[config.mk]
export PLATFORM = sky130hd
export DESIGN_NAME = sipo_rx
export DESIGN_NICKNAME = d
export VERILOG_FILES = /design/src/rtl/serial_pkg.sv /design/src/rtl/sipo_rx_hold.sv /design/src/rtl/sipo_rx.sv
export SDC_FILE = /design/constraint.sdc
export NUM_CORES = 1
export LEC_CHECK = 0
export CAP_MARGIN = 25
export CORE_UTILIZATION = 49
export CTS_CLUSTER_SIZE = 14
export DETAILED_ROUTE_END_ITERATION = 8
export HOLD_SLACK_MARGIN = 0.02
export PLACE_DENSITY = 0.75
export SLEW_MARGIN = 5
export SYNTH_ARGS = -nofsm -noshare
export SYNTH_HDL_FRONTEND = slang
export SYNTH_SLANG_ARGS = --single-unit
[constraint.sdc]
create_clock -name clk -period 1.5 [get_ports clk]
set_clock_uncertainty 0.15 [all_clocks]
set_input_delay 0.15 -clock clk [delete_from_list [all_inputs] [get_ports clk]]
set_output_delay 0.15 -clock clk [all_outputs]
set_load 0.1 [all_outputs]
[src/rtl/serial_pkg.sv]
// Shared serial-link constants: FSM state codes and line-level bit values.
// Used by sipo_rx (build option SIPO_RX_PARITY_EN) and the upstream piso.
package serial_pkg;

    typedef logic [1:0] state_t;

    localparam state_t ST_IDLE   = 2'd0;
    localparam state_t ST_DATA   = 2'd1;
    localparam state_t ST_PARITY = 2'd2;
    localparam state_t ST_STOP   = 2'd3;

    localparam logic LINE_IDLE = 1'b1;
    localparam logic START_BIT = 1'b0;
    localparam logic STOP_BIT  = 1'b1;

endpackage

[src/rtl/sipo_rx_hold.sv]
// One-word output holding register with valid/ready handshake.
// A commit into a full, unconsumed register is dropped and flagged as overrun.
module sipo_rx_hold #(
    parameter int WIDTH = 4
) (
    input  logic             clk,
    input  logic             rst,
    input  logic             i_commit,
    input  logic [WIDTH-1:0] i_data,
    input  logic             i_ready,
    output logic [WIDTH-1:0] o_data,
    output logic             o_valid,
    output logic             o_overrun
);

    logic [WIDTH-1:0] r_data;
    logic             r_valid;
    logic             r_overrun;

    always_ff @(posedge clk) begin
        if (rst) begin
            r_data    <= '0;
            r_valid   <= 1'b0;
            r_overrun <= 1'b0;
        end else begin
            r_overrun <= 1'b0;
            if (i_commit) begin
                // A word leaving this very cycle frees the slot for the new one.
                if (r_valid && !i_ready) begin
                    r_overrun <= 1'b1;
                end else begin
                    r_data  <= i_data;
                    r_valid <= 1'b1;
                end
            end else if (r_valid && i_ready) begin
                r_valid <= 1'b0;
            end
        end
    end

    assign o_data    = r_data;
    assign o_valid   = r_valid;
    assign o_overrun = r_overrun;

endmodule

[src/rtl/sipo_rx.sv]
// Serial frame receiver: start bit, WIDTH data bits MSB-first, optional parity, stop bit.
// Define SIPO_RX_PARITY_EN to expect an even-parity bit after the data bits.
module sipo_rx
    import serial_pkg::*;
#(
    parameter int WIDTH = 4,
    localparam int CNT_W = $clog2(WIDTH)
) (
    input  logic             clk,
    input  logic             rst,
    input  logic             si,
    input  logic             bit_en,
    output logic [WIDTH-1:0] dout,
    output logic             dout_valid,
    input  logic             dout_ready,
    output logic             frame_err,
    output logic             overrun,
    output logic             parity_err
);

    localparam logic [CNT_W-1:0] LAST = CNT_W'(WIDTH - 1);

    state_t           r_state;
    state_t           w_next;
    logic [CNT_W-1:0] r_cnt;
    logic [WIDTH-1:0] r_sr;
    logic             r_frame_err;
    logic             r_parity_err;
    logic             w_shift;
    logic             w_par_smp;
    logic             w_stop_smp;
    logic             w_commit;
    logic             w_par_bad;

    always_ff @(posedge clk) begin
        if (rst) begin
            r_state <= ST_IDLE;
        end else if (bit_en) begin
            r_state <= w_next;
        end
    end

    always_comb begin
        w_next = r_state;
        case (r_state)
            ST_IDLE: begin
                if (si == START_BIT) w_next = ST_DATA;
            end
            ST_DATA: begin
`ifdef SIPO_RX_PARITY_EN
                if (r_cnt == LAST) w_next = ST_PARITY;
`else
                if (r_cnt == LAST) w_next = ST_STOP;
`endif
            end
            ST_PARITY: w_next = ST_STOP;
            ST_STOP:   w_next = ST_IDLE;
            default:   w_next = ST_IDLE;
        endcase
    end

    always_comb begin
        w_shift    = bit_en && (r_state == ST_DATA);
        w_par_smp  = bit_en && (r_state == ST_PARITY);
        w_stop_smp = bit_en && (r_state == ST_STOP);
        w_commit   = w_stop_smp && (si == STOP_BIT) && !w_par_bad;
    end

    always_ff @(posedge clk) begin
        if (rst) begin
            r_cnt <= '0;
            r_sr  <= '0;
        end else if (w_shift) begin
            r_sr  <= {r_sr[WIDTH-2:0], si};
            r_cnt <= (r_cnt == LAST) ? '0 : r_cnt + 1'b1;
        end
    end

`ifdef SIPO_RX_PARITY_EN
    logic r_par_bad;

    always_ff @(posedge clk) begin
        if (rst) begin
            r_par_bad <= 1'b0;
        end else if (w_par_smp) begin
            r_par_bad <= (si != ^r_sr);
        end
    end

    assign w_par_bad = r_par_bad;
`else
    assign w_par_bad = 1'b0;
`endif

    // Stop-bit errors outrank parity; overrun only arises from a clean commit.
    always_ff @(posedge clk) begin
        if (rst) begin
            r_frame_err  <= 1'b0;
            r_parity_err <= 1'b0;
        end else begin
            r_frame_err  <= w_stop_smp && (si != STOP_BIT);
            r_parity_err <= w_stop_smp && (si == STOP_BIT) && w_par_bad;
        end
    end

    sipo_rx_hold #(
        .WIDTH(WIDTH)
    ) u_hold (
        .clk      (clk),
        .rst      (rst),
        .i_commit (w_commit),
        .i_data   (r_sr),
        .i_ready  (dout_ready),
        .o_data   (dout),
        .o_valid  (dout_valid),
        .o_overrun(overrun)
    );

    assign frame_err  = r_frame_err;
    assign parity_err = r_parity_err;

endmodule

==> metrics.cfg, run 1 <==
[outcome]
status = finished clean

[run]
drv_cap = 0

[min_path]
min_from = r_sr[3]
hp-class = flop to flop
hold-path-cell-count = 2
hold_path_end = r_sr[3]

[pwr]
ir_drop_mv = 0.535
combPwrFrac = 0.135
clkPwrFrac = 0.314
power_density_nw_per_um2 = 799
p_sw_frac = 0.261
pwr-share-seq = 0.551
internal_power_mw = 0.557
p_leak_nw = 0.363
p_switching_mw = 0.197

[cells_and_area]
stdcell_count = 105
final_cell_mix = dfxtp_1, nand2b_1, nand2_1, buf_12
diodes = 0
area_growth_pct = 33.5
nFillCells = 99
drive_above_1_share = 0.267
layout_commonest_cell = dfxtp_1
fin_nets = 101

[synth]
ys_warn_count = 0
seq_area_frac_synth = 0.425
syn_area_um2 = 707
synth_edf_count = 0
ys.flop_type = dfxtp_1
avgSynthCellArea_um2 = 9.55
synth_nets = 84
synth_cell_types = 21
netlist_instances = 74
ys_seq_elements = 15
postSynth.asyncResetShare = 0

[setup_path]
rrSetupSlack_ps = 100
crit_slowest_cell = dfxtp_1
required_ps = 1580
path_cells = inv_1 > ha_1 > nand2b_2 > and3_4 > mux2i_1
slowest_delay_ps = 390
endpoint_kind = flop
r2r_cells = 5
worst_ep_arrival_time_ps = 1470
r2r-start = r_state[1]
worst_setup_path_start_kind = flop
cp_max_fo = 4
crit_family = flip-flops
criticalPathCategory = flop to flop
r2r_end = r_state[1]
crit_buf_inv = 1

[place]
port_buffers = 11
dp_slack_ps = 53.7
post-place-cells = 101
gp_congestion = 0.714
dp_hpwl_um = 961

[timing]
hold_viol_final = 0
drv_slew = 0
rsz0062_at_grt = false
post-route-period-util = 0.932
fmax_ghz = 0.715
setup_viol = 0
fin_ws_ps = 102
fin_setup_tns_ps = 0
min_period_ps = 1400
hold-worst-slack_ps = 310

[clock_network]
cts_sinks = 15
tritoncts = done
clockBufferDepth = 2
clock_tree.root_cell = clkbuf_4
post_cts.repair.setup_buffers = 0
clk_latency_ps = 290
path_clk_slew_ps = 90
cts_buffers = 3
cts_max_level = 1

[route]
vias = 541
drc = 0
drt_wl_total_um = 1290
avgRoutedWirePerCell_um = 12.2
first_pass_iters = 2
first_iter_violations = 4
viasPerCell = 5.15
ant_nets = 0

[floorplanning]
ios = 13
rows = 13
fp.dieArea_um2 = 1600
start_util = 0.537
die_h_um = 40.0
coreArea_um2 = 1320
die_w_um = 40.0

[global_routing]
grt_pass1_vias = 452
grt_max_degree = 15
overflow = 0
antenna_found_initial = 0
grt_pass1_wl_um = 1900
track_usage = 0.195

## synth_stat cells (2+ instances only)
library cell   n  area, um^2
buf_6          2        22.5
ha_1           5        62.6
mux2i_1        6        60.1
inv_1          2        7.51
nand2b_1      11        68.8
nand3_1        5        25.0
a21oi_1        6        30.0
nand2_1        8        30.0
dfxtp_1       15         300
nor3_1         2        10.0
nor2_1         2        7.51
## timing repair
item	CTS	global route
setup endpoints to repair	0	2
resized for setup	0	2
hold buffers	0	0
## flip-flops by register name, indices dropped and copies added, names as in the netlist
name / flops
frame_err: 1
r_cnt: 2
r_sr: 4
r_state: 2
u_hold.o_data: 4
u_hold.o_overrun: 1
u_hold.o_valid: 1
## power groups by stage
| stage | logic (mW) | clock network (mW) | registers [mW] |
|---|---|---|---|
| 6_report | 0.101 | 0.237 | 0.416 |
| 5_1_grt | 0.109 | 0.264 | 0.418 |
| 4_1_cts | 0.101 | 0.238 | 0.415 |
| 3_5_place_dp | 0.100 | 0 | 0.424 |
| 3_3_place_gp | 0.0970 | 0 | 0.424 |
| 2_1_floorplan | 0.0704 | 0 | 0.423 |
## metal layers
| metal | global-route usage | routed length (um) | up-vias |
|---|---|---|---|
| met4 | 0.103 | 31 | 0 |
| met1 | 0.206 | 537 | 252 |
| li1 | - | - | 275 |
| met5 | 0 | 0 | - |
| met2 | 0.327 | 677 | 9 |
| met3 | 0.0833 | 39 | 5 |
## worst register-to-register path, cell delays in order (launching register included)
cell and delay [ps]:
dfxtp_1 390, inv_1 80, ha_1 240, nand2b_2 100
and3_4 190, mux2i_1 180
## layout make-up
cell class              instances  area (um^2)  share of cell area
multi-input cells              52          363               0.385
flip-flops and latches         15          303               0.321
repair buffers                 17          225               0.239
clock buffers                   4         26.3              0.0279
well taps                      15         18.8              0.0199
inverters                       2         7.51             0.00796
## kinds of logic after synthesis
kind of cell               synth area share
and+or+nand+nor                       0.262
DFF                                   0.425
AOI/OAI and AO/OA                    0.0690
buffers and inverters                0.0655
muxes                                0.0850
adders and majority gates            0.0885
other                               0.00530
## per-stage QoR
stage | utilization | cell area (um^2) | power [mW]
after floorplan | - | 708 | 0.494
after global placement | 0.693 | 913 | 0.521
after CTS | 0.713 | 940 | 0.754
final | 0.716 | 943 | 0.754
after global routing | 0.716 | 943 | 0.790
after detailed placement | 0.693 | 913 | 0.524
## how the worst max path moves through the flow
stage	startpoint	to	slack, ps	cells past startpoint
2_1_floorplan	u_hold.o_valid	u_hold.o_data[0]	70	4
3_3_place_gp	si	u_hold.o_data[1]	70	4
3_5_place_dp	dout_ready	u_hold.o_data[3]	50	4
4_1_cts	r_state[1]	r_cnt[0]	70	5
5_1_grt	r_state[1]	r_state[1]	10	5
6_report	r_state[1]	r_state[1]	100	5
(Power assumes the default switching activity.)
==> run 2, diff against run 1 <==
Settings changed: SKIP_LAST_GASP set to 1.
==> results of run 2 <==
Same layout as run 1: the final DEF is identical, and so are final timing and power.
